$ cat config.mk
export PLATFORM = sky130hd
export DESIGN_NAME = reg_group_banked
export DESIGN_NICKNAME = d
export VERILOG_FILES = /design/src/rtl/reg_group_pkg.sv /design/src/rtl/reg_group_bank.sv /design/src/rtl/reg_group_banked.sv
export SDC_FILE = /design/constraint.sdc
export NUM_CORES = 1
export LEC_CHECK = 0
export CAP_MARGIN = 20
export CORE_AREA = 2 2 361 363
export DETAILED_ROUTE_END_ITERATION = 8
export DIE_AREA = 0 0 363 365
export PLACE_DENSITY_LB_ADDON = 0.05
export REMOVE_ABC_BUFFERS = 1
export SLEW_MARGIN = 25
export SYNTH_ARGS = -nofsm -noshare
export SYNTH_HDL_FRONTEND = slang
export SYNTH_SLANG_ARGS = --single-unit
$ cat constraint.sdc
create_clock -name clk -period 2.9 [get_ports clk]
set_input_delay 0.29 -clock clk [delete_from_list [all_inputs] [get_ports clk]]
set_output_delay 0.29 -clock clk [all_outputs]
set_load 0.1 [all_outputs]
$ cat src/rtl/reg_group_pkg.sv
// Shared definitions for the banked register group.
// Contents: interrupt context state enum, bank index constants, and the
// default data width and pc reset value used by reg_group_banked.
package reg_group_pkg;

  typedef enum logic [0:0] {
    ST_NORMAL,
    ST_IRQ
  } state_e;

  localparam logic BANK_MAIN   = 1'b0;
  localparam logic BANK_SHADOW = 1'b1;

  localparam int unsigned DATA_W_DEF = 32;
  localparam logic [31:0] PC_RST_DEF = 32'h0001_0000;

endpackage

$ cat src/rtl/reg_group_bank.sv
// One bank of general-purpose registers plus a flag register.
// Ports:
//   clk           clock, all updates on rising edge
//   clr           synchronous clear of every register in the bank
//   wr_en/wr_idx/wr_data   indexed GPR write port; indices >= GprNum are dropped
//   flag_wr_en/flag_wr_data  flag write port
//   gpr_all       flat read bus, register i at bits [i*DataW +: DataW]
//   flag          flag register
module reg_group_bank #(
  parameter int unsigned DataW  = 32,
  parameter int unsigned GprNum = 8
) (
  input  logic                     clk,
  input  logic                     clr,
  input  logic                     wr_en,
  input  logic [3:0]               wr_idx,
  input  logic [DataW-1:0]         wr_data,
  input  logic                     flag_wr_en,
  input  logic [DataW-1:0]         flag_wr_data,
  output logic [GprNum*DataW-1:0]  gpr_all,
  output logic [DataW-1:0]         flag
);

  logic [DataW-1:0] gpr_q [GprNum];
  logic [DataW-1:0] flag_q;

  always_ff @(posedge clk) begin
    if (clr) begin
      for (int unsigned i = 0; i < GprNum; i++) begin
        gpr_q[i] <= '0;
      end
      flag_q <= '0;
    end else begin
      // Out-of-range indices match no register and are silently dropped.
      for (int unsigned i = 0; i < GprNum; i++) begin
        if (wr_en && (32'(wr_idx) == i)) begin
          gpr_q[i] <= wr_data;
        end
      end
      if (flag_wr_en) begin
        flag_q <= flag_wr_data;
      end
    end
  end

  for (genvar g = 0; g < GprNum; g++) begin : g_rd
    assign gpr_all[g*DataW +: DataW] = gpr_q[g];
  end

  assign flag = flag_q;

endmodule

$ cat src/rtl/reg_group_banked.sv
// CPU core register group with interrupt context handling.
// Holds GPR_NUM general registers plus flag (banked), and the unbanked special
// registers pc, tpc, ipc, sp, tlb, sys. A two-state machine (NORMAL/IRQ) handles
// interrupt entry and return; pc and sys are saved/restored around the handler.
// Optional macro REG_GROUP_SHADOW_EN adds a second GPR+flag bank used while in IRQ.
// Ports:
//   clk, all_rst               clock and synchronous active-high reset
//   gpr_all, flag              active-bank GPRs (flat) and flag
//   pc, tpc, ipc, sp, tlb, sys special registers
//   wb_en/wb_idx/wb_data       indexed GPR write-back
//   back_*/back_*_ask          special register writes from write-back
//   loadorder_*                fetch-side pc/tpc/sys writes, pc_stop holds pc
//   interrupt_ask/_pc/_ipc     interrupt entry, iret_ask interrupt return
//   in_irq, irq_nest_err       state and nested-interrupt pulse
//   thisOrderAddress.. / next* pipeline tags delayed by one cycle
module reg_group_banked
  import reg_group_pkg::*;
#(
  parameter int unsigned        DATA_W  = DATA_W_DEF,
  parameter int unsigned        GPR_NUM = 8,
  parameter logic [DATA_W-1:0]  PC_RST  = DATA_W'(PC_RST_DEF)
) (
  input  logic                       clk,
  input  logic                       all_rst,
  output logic [GPR_NUM*DATA_W-1:0]  gpr_all,
  output logic [DATA_W-1:0]          flag,
  output logic [DATA_W-1:0]          pc,
  output logic [DATA_W-1:0]          tpc,
  output logic [DATA_W-1:0]          ipc,
  output logic [DATA_W-1:0]          sp,
  output logic [DATA_W-1:0]          tlb,
  output logic [DATA_W-1:0]          sys,
  input  logic                       wb_en,
  input  logic [3:0]                 wb_idx,
  input  logic [DATA_W-1:0]          wb_data,
  input  logic [DATA_W-1:0]          back_flag,
  input  logic [DATA_W-1:0]          back_tpc,
  input  logic [DATA_W-1:0]          back_ipc,
  input  logic [DATA_W-1:0]          back_sp,
  input  logic [DATA_W-1:0]          back_tlb,
  input  logic                       back_flag_ask,
  input  logic                       back_tpc_ask,
  input  logic                       back_ipc_ask,
  input  logic                       back_sp_ask,
  input  logic                       back_tlb_ask,
  input  logic [DATA_W-1:0]          loadorder_pc,
  input  logic [DATA_W-1:0]          loadorder_tpc,
  input  logic [DATA_W-1:0]          loadorder_sys,
  input  logic                       loadorder_tpc_ask,
  input  logic                       loadorder_sys_ask,
  input  logic                       pc_stop,
  input  logic                       interrupt_ask,
  input  logic [DATA_W-1:0]          interrupt_pc,
  input  logic [DATA_W-1:0]          interrupt_ipc,
  input  logic                       iret_ask,
  output logic                       in_irq,
  output logic                       irq_nest_err,
  input  logic [DATA_W-1:0]          thisOrderAddress,
  output logic [DATA_W-1:0]          nextOrderAddress,
  input  logic                       this_isRunning,
  output logic                       next_isRunning,
  input  logic                       interrupt,
  output logic                       next_interrupt,
  input  logic [7:0]                 interrupt_num,
  output logic [7:0]                 next_interrupt_num
);

  state_e            state_q;
  logic [DATA_W-1:0] pc_q, tpc_q, ipc_q, sp_q, tlb_q, sys_q, sys_save_q;
  logic              nest_err_q;
  logic [DATA_W-1:0] next_addr_q;
  logic              next_run_q, next_int_q;
  logic [7:0]        next_num_q;

  logic irq_entry, irq_return;
  logic gpr_wr_ok, flag_wr_ok;

  assign irq_entry  = (state_q == ST_NORMAL) && interrupt_ask;
  assign irq_return = (state_q == ST_IRQ) && iret_ask;
  // Entry drops every write of that cycle; return still lets GPR/flag land in bank 1.
  assign gpr_wr_ok  = wb_en && !irq_entry;
  assign flag_wr_ok = back_flag_ask && !irq_entry;

`ifdef REG_GROUP_SHADOW_EN
  logic                      active_bank;
  logic [GPR_NUM*DATA_W-1:0] gpr_b0, gpr_b1;
  logic [DATA_W-1:0]         flag_b0, flag_b1;

  // The shadow bank is in use exactly while the state is IRQ.
  assign active_bank = (state_q == ST_IRQ) ? BANK_SHADOW : BANK_MAIN;

  reg_group_bank #(
    .DataW  (DATA_W),
    .GprNum (GPR_NUM)
  ) u_bank0 (
    .clk          (clk),
    .clr          (all_rst),
    .wr_en        (gpr_wr_ok && (active_bank == BANK_MAIN)),
    .wr_idx       (wb_idx),
    .wr_data      (wb_data),
    .flag_wr_en   (flag_wr_ok && (active_bank == BANK_MAIN)),
    .flag_wr_data (back_flag),
    .gpr_all      (gpr_b0),
    .flag         (flag_b0)
  );

  reg_group_bank #(
    .DataW  (DATA_W),
    .GprNum (GPR_NUM)
  ) u_bank1 (
    .clk          (clk),
    .clr          (all_rst),
    .wr_en        (gpr_wr_ok && (active_bank == BANK_SHADOW)),
    .wr_idx       (wb_idx),
    .wr_data      (wb_data),
    .flag_wr_en   (flag_wr_ok && (active_bank == BANK_SHADOW)),
    .flag_wr_data (back_flag),
    .gpr_all      (gpr_b1),
    .flag         (flag_b1)
  );

  assign gpr_all = (active_bank == BANK_SHADOW) ? gpr_b1 : gpr_b0;
  assign flag    = (active_bank == BANK_SHADOW) ? flag_b1 : flag_b0;
`else
  reg_group_bank #(
    .DataW  (DATA_W),
    .GprNum (GPR_NUM)
  ) u_bank0 (
    .clk          (clk),
    .clr          (all_rst),
    .wr_en        (gpr_wr_ok),
    .wr_idx       (wb_idx),
    .wr_data      (wb_data),
    .flag_wr_en   (flag_wr_ok),
    .flag_wr_data (back_flag),
    .gpr_all      (gpr_all),
    .flag         (flag)
  );
`endif

  always_ff @(posedge clk) begin
    if (all_rst) begin
      state_q     <= ST_NORMAL;
      pc_q        <= PC_RST;
      tpc_q       <= '0;
      ipc_q       <= '0;
      sp_q        <= '0;
      tlb_q       <= '0;
      sys_q       <= '0;
      sys_save_q  <= '0;
      nest_err_q  <= 1'b0;
      next_addr_q <= '0;
      next_run_q  <= 1'b0;
      next_int_q  <= 1'b0;
      next_num_q  <= '0;
    end else begin
      nest_err_q  <= (state_q == ST_IRQ) && interrupt_ask;
      next_addr_q <= thisOrderAddress;
      next_run_q  <= this_isRunning;
      next_int_q  <= interrupt;
      next_num_q  <= interrupt_num;

      if (irq_entry) begin
        pc_q       <= interrupt_pc;
        ipc_q      <= interrupt_ipc;
        sys_save_q <= sys_q;
        sys_q      <= '0;
        state_q    <= ST_IRQ;
      end else begin
        if (back_sp_ask)  sp_q  <= back_sp;
        if (back_tlb_ask) tlb_q <= back_tlb;
        if (irq_return) begin
          pc_q    <= ipc_q;
          sys_q   <= sys_save_q;
          state_q <= ST_NORMAL;
        end else begin
          if (back_tpc_ask)           tpc_q <= back_tpc;
          else if (loadorder_tpc_ask) tpc_q <= loadorder_tpc;
          if (back_ipc_ask)           ipc_q <= back_ipc;
          if (loadorder_sys_ask)      sys_q <= loadorder_sys;
          if (!pc_stop)               pc_q  <= loadorder_pc;
        end
      end
    end
  end

  assign pc                 = pc_q;
  assign tpc                = tpc_q;
  assign ipc                = ipc_q;
  assign sp                 = sp_q;
  assign tlb                = tlb_q;
  assign sys                = sys_q;
  assign in_irq             = (state_q == ST_IRQ);
  assign irq_nest_err       = nest_err_q;
  assign nextOrderAddress   = next_addr_q;
  assign next_isRunning     = next_run_q;
  assign next_interrupt     = next_int_q;
  assign next_interrupt_num = next_num_q;

endmodule
==> impl_metrics.toml, run 1 <==
[floorplanning]
io_pins = 935
die_x_um = 363
start_util_pct = 17.1
die_h_um = 365
die_area_um2 = 132000
core_area_um2 = 129000
core.rowCount = 132

[cts]
htree_levels = 3
cts_root_buf = "clkbuf_16"
post_cts_buffers = 0
ctsResizeCount = 0
clk_pin_slew_ns = 0.06
cts_tree = "done"
clkLatencyLatePin_ns = 0.65
cts_buffers = 74
cts_buffer_depth = 3
cts.sinks = 556
cts_hold_buffers = 0

[timing]
tightestPinTransition_ns = 0.970
fmax_ghz = 0.424
timing.hold.ws_ns = 0.0941
slew_headroom_pct = 35.3
skew_ns = 0.0278
period_needed_ns = 2.36
fin_crit_sh_pct = 81.4
setup_violations = 0
grt_setup_unrepaired = "false"
setup_tns_ns = 0
report.final.hold_viol_count = 0
slew_viol_final = 0

[global_routing]
overflow = 0
grt_max_degree = 130
grt.busiest_layer = "met2"
use_met1_pct = 17.7
grt_usage_pct = 16.8
grt_use_met3_pct = 6.59
grt_pass1_vias = 19500
antenna_found_initial = 38
grt_use_met2_pct = 30.6
grt_pass1_wl_mm = 157

[drt]
routed_wl_mm = 116
drc_errors = 0
vias = 18600
wl_per_cell_um = 25.6
dr.pass1.iters = 5
antenna_left = 0
drt-vias-per-instance = 4.09
drtIter0Drc = 883

[cells_and_area]
regArea_um2 = 13700
drive_above_1_share_pct = 29.0
multi_input_area_um2 = 7360
nets = 3211
layout.cells.non_filler = 4539
syn_to_final_growth_pct = 56.1
fillers = 13500
final_cell_mix = "578 x buf_4, 405 x clkdlybuf4s50_1, 299 x dfxtp_1, 256 x edfxtp_1, 160 x a21oi_1"
final_common_cell = "buf_4"

[yosys]
synth.area.mux_share_pct = 7.29
ys_seq_elements = 556
synth_cells = 1907
synth_compound_area_share_pct = 11.2
synth_top_area_share_pct = 34.9
yosysSeqAreaShare_pct = 62.2
synth-xor-area-share_pct = 0
netlist_area_um2 = 22000
yosys.cell_types.count = 35
synthSimpleGateAreaFrac_pct = 14.5
yosysTopAreaCell = "edfxtp_1"
synth_fa_ha_area_share_pct = 0
yosys_warnings = 0
synth_top_family_by_area = "simple AND/OR/NAND/NOR gates"
yosys-top-cells-area = "edfxtp_1 35%, dfxtp_1 27%, mux2i_1 7.2%"
syn_area_per_cell_um2 = 11.5

[setup_path]
cp-start-kind = "flip-flop"
crit_path_cell_trace = "buf_4, buf_4"
crit_required_ns = 2.61
worstSetupPathType = "flip-flop to output pin"
crit_slowest_cell = "dfxtp_2"
slowest_delay_ns = 0.57
cp_max_fo = 21
crit_top_cell = "buf_4"
crit_arrival_ns = 2.07
cp-end-kind = "output pin"

[hold_path]
hp-class = "input port to flip-flop"

[placed_design]
dp_cells = 4399
io_buffers = 934
place_congestion = 0.796
dpl.hpwl_mm = 87.4

[job]
drv_cap = 0

[outcome]
status = "finished, final reports clean"

[power_and_ir_drop]
peakVddDrop_uv = 390
leakage_nw = 13.5
power_density_nw_per_um2 = 709
registers in the layout (all words and copies together), names as in the netlist:
name                cells
u_bank0.gpr_q         256
ipc                    32
nextOrderAddress       32
pc                     32
sp                     32
sys                    32
sys_save_q             32
tlb                    32
tpc                    32
u_bank0.flag           32
next_interrupt_num      8
in_irq                  1
irq_nest_err            1
next_interrupt          1
next_isRunning          1
metrics by stage:
step | cell area [um2] | setup WS, ns | power, mW | util (%)
after detailed placement | 31900 | 0.446 | 15.3 | 24.8
after CTS | 34300 | 0.400 | 24.8 | 26.7
final | 34400 | 0.540 | 24.4 | 26.7
after global routing | 34300 | 0.402 | 25.3 | 26.7
after floorplan | 21100 | -9.96 | 13.1 | -
after global placement | 31900 | 0.453 | 15.3 | 24.8
logic make-up (layout without fill, tap and decap cells):
| group | count (synthesis) | after routing |
|---|---|---|
| AO/OA/AOI/OAI | 395 | 395 |
| buffers and inverters | 217 | 1166 |
| AND/OR/NAND/NOR | 580 | 580 |
| other | 0 | 8 |
| flip-flops | 556 | 556 |
| multiplexers | 159 | 159 |
cell usage after synthesis, drive strengths merged:
library cell  instances
nor2                130
nand3                97
nand4bb               2
a21oi               161
or3                   1
nand2               130
mux2i               159
o21bai                5
or2                   2
a311oi               32
and3b                 1
nand4                 1
edfxtp              256
nand2b               37
nor3                129
dfxtp               300
and2                  1
o21ai                98
a22o                 32
clkbuf               93
a31oi                 1
or3b                  2
nand3b                2
a211oi               65
buf                  89
nor2b                45
o21ba                 1
inv                  35
critical path: cells and delay by family (launching register included):
family | cells | cell delay (ns)
buffers and inverters | 2 | 0.84
flip-flops | 1 | 0.57
routing by layer:
layer	up-vias	wire length (um)	share of wire, %
li1	8651	-	-
met1	9007	42100	36
met2	698	60000	52
met3	180	10500	9.0
met4	42	3190	2.8
met5	-	278	0.24
path summary, 6_finish.rpt:
check	start	end	slack [ns]	depth (start not counted)
worst max-delay path	in_irq$_SDFFE_PP0P_	in_irq	0.54	2
worst min-delay path	all_rst	next_isRunning$_SDFF_PP0_	0.09	2
worst max register to register	in_irq$_SDFFE_PP0P_	sys[8]$_SDFFE_PP0P_	0.82	5
worst min register to register	sys_save_q[25]$_SDFFE_PP0P_	sys_save_q[25]$_SDFFE_PP0P_	0.46	2
final cells by class:
cell class                 count  area share [%]
tap                         1675            6.10
antenna                        8          0.0583
sequential                   556            39.9
multi-input combinational   1134            21.4
timing repair buffer         999            25.2
clock buffer                  97            6.00
clock inverter                35            1.01
inverter                      35           0.382
power breakdown:
| group | leakage (nW) | internal (mW) | switching, mW | total (mW) |
|---|---|---|---|---|
| Clock | 1.19 | 5.54 | 3.76 | 9.30 |
| Sequential | 5.08 | 8.67 | 0.262 | 8.93 |
| Combinational | 7.20 | 1.47 | 4.68 | 6.15 |
(Power assumes the default switching activity.)
==> inputs of run 2 (changes only) <==
clock period = 2.44 ns   (was 2.9 ns; I/O delays follow)
==> impl_metrics.toml, run 2 (synthesis gave the netlist of run 1 again) <==
[setup_path]
slowest_delay_ns = 0.37
worst-path-buf-inv = 3
crit_arrival_ns = 2.03
cp-end-kind = "output pin"
crit_path_cell_trace = "buf_4, buf_6, buf_4"
timing.rr.start = "in_irq$_SDFFE_PP0P_"
worstSetupPathType = "flip-flop to output pin"
crit_top_cell = "buf_4"
cp_max_fo = 24
cp-start-kind = "flip-flop"
cpLargestDelayFamily = "buffers and inverters"
cp.depth = 3
crit_required_ns = 2.20
crit_slowest_cell = "buf_6"
rr_worst_depth = 5
startpoint = "in_irq$_SDFFE_PP0P_"

[cells_and_area]
final_cell_mix = "579 x buf_4, 405 x clkdlybuf4s50_1, 299 x dfxtp_1, 256 x edfxtp_1, 160 x a21oi_1"
nets = 3226
syn_to_final_growth_pct = 57.5
layout.cells.non_filler = 4560
final_common_cell = "buf_4"
regMostFlops = "u_bank0.gpr_q"
largest_reg_flops = 256
drive_above_1_share_pct = 29.4

[global_routing]
overflow = 0
grt_max_degree = 105
grt_usage_pct = 16.8
grt_pass1_wl_mm = 158
antenna_found_initial = 33
grt_pass1_vias = 19700

[cts]
cts_buffer_depth = 3
clk_pin_slew_ns = 0.05
clkLatencyLatePin_ns = 0.63
htree_levels = 3
cts_buffers = 76
cts_tree = "done"
cts_root_buf = "clkbuf_16"
post_cts_buffers = 0
cts.sinks = 556

[hold_path]
min_path_cells = 2
worstHoldStart = "all_rst"
hp-class = "input port to flip-flop"

[placed_design]
io_buffers = 934
dpl.hpwl_mm = 87.4
dp_cells = 4411
place_congestion = 0.766

[floorplanning]
io_pins = 935
start_util_pct = 17.1
core.rowCount = 132
die_area_um2 = 132000
core_area_um2 = 129000
die_x_um = 363
die_h_um = 365

[timing]
slew_headroom_pct = 37.7
setup_violations = 0
grt_setup_unrepaired = "false"
timing.hold.ws_ns = 0.0790
fmax_ghz = 0.440
report.final.hold_viol_count = 0
fin_crit_sh_pct = 93.2
setup_tns_ns = 0
period_needed_ns = 2.27
skew_ns = 0.0259
tightestPinTransition_ns = 0.934
slew_viol_final = 0

[drt]
vias = 18700
wl_per_cell_um = 25.5
routed_wl_mm = 116
drtIter0Drc = 1023
drc_errors = 0
antenna_left = 0
drt-vias-per-instance = 4.11
dr.pass1.iters = 4

[power_and_ir_drop]
peakVddDrop_uv = 523
leakage_nw = 13.6
power_density_nw_per_um2 = 841

[outcome]
status = "finished, final reports clean"

[job]
drv_cap = 0
run 2: per-layer routing:
metal | GRT usage, % | routed length [um]
met1 | 17.8 | 42700
met2 | 30.5 | 59700
met3 | 7.13 | 11100
met4 | 4.46 | 2360
met5 | 0 | 236
run 2: layout make-up:
type | instances | area, um2
Fill cell | 13500 | 94000
Timing Repair Buffer | 1012 | 8880
Clock buffer | 114 | 2250
Inverter | 35 | 131
Clock inverter | 23 | 234
Tap cell | 1675 | 2100
Sequential cell | 556 | 13700
Multi-Input combinational cell | 1134 | 7360
Antenna cell | 11 | 27.5
run 2: path summary, 6_finish.rpt:
check,endpoint,slack (ns)
worst max-delay path,in_irq,0.17
worst min-delay path,nextOrderAddress[24]$_SDFF_PP0_,0.08
worst max register to register,u_bank0.gpr_q[0][136]$_SDFFCE_PN0P_,0.52
worst min register to register,sys_save_q[29]$_SDFFE_PP0P_,0.45
run 2: timing repair:
action                     4_1_cts  5_1_grt
gates resized for setup          1        0
hold buffers                     1        0
hold endpoints to repair         1        0
setup endpoints to repair        1        0
run 2: through the flow:
stage	utilization [%]	setup slack [ns]	instance area [um2]	total power [mW]
2_1_floorplan	-	-10.42	21100	15.5
3_3_place_gp	25.0	0.186	32100	18.3
3_5_place_dp	25.0	0.190	32100	18.3
4_1_cts	26.9	0.0508	34600	29.8
5_1_grt	26.9	0.0474	34700	30.3
6_report	26.9	0.167	34700	29.2
run 2: where the power goes:
group,switching (mW),internal (mW),leakage (nW),total [mW]
clock network,4.59,6.61,1.22,11.2
logic,5.56,1.79,7.31,7.35
registers,0.308,10.3,5.08,10.6
total,10.5,18.7,13.6,29.2
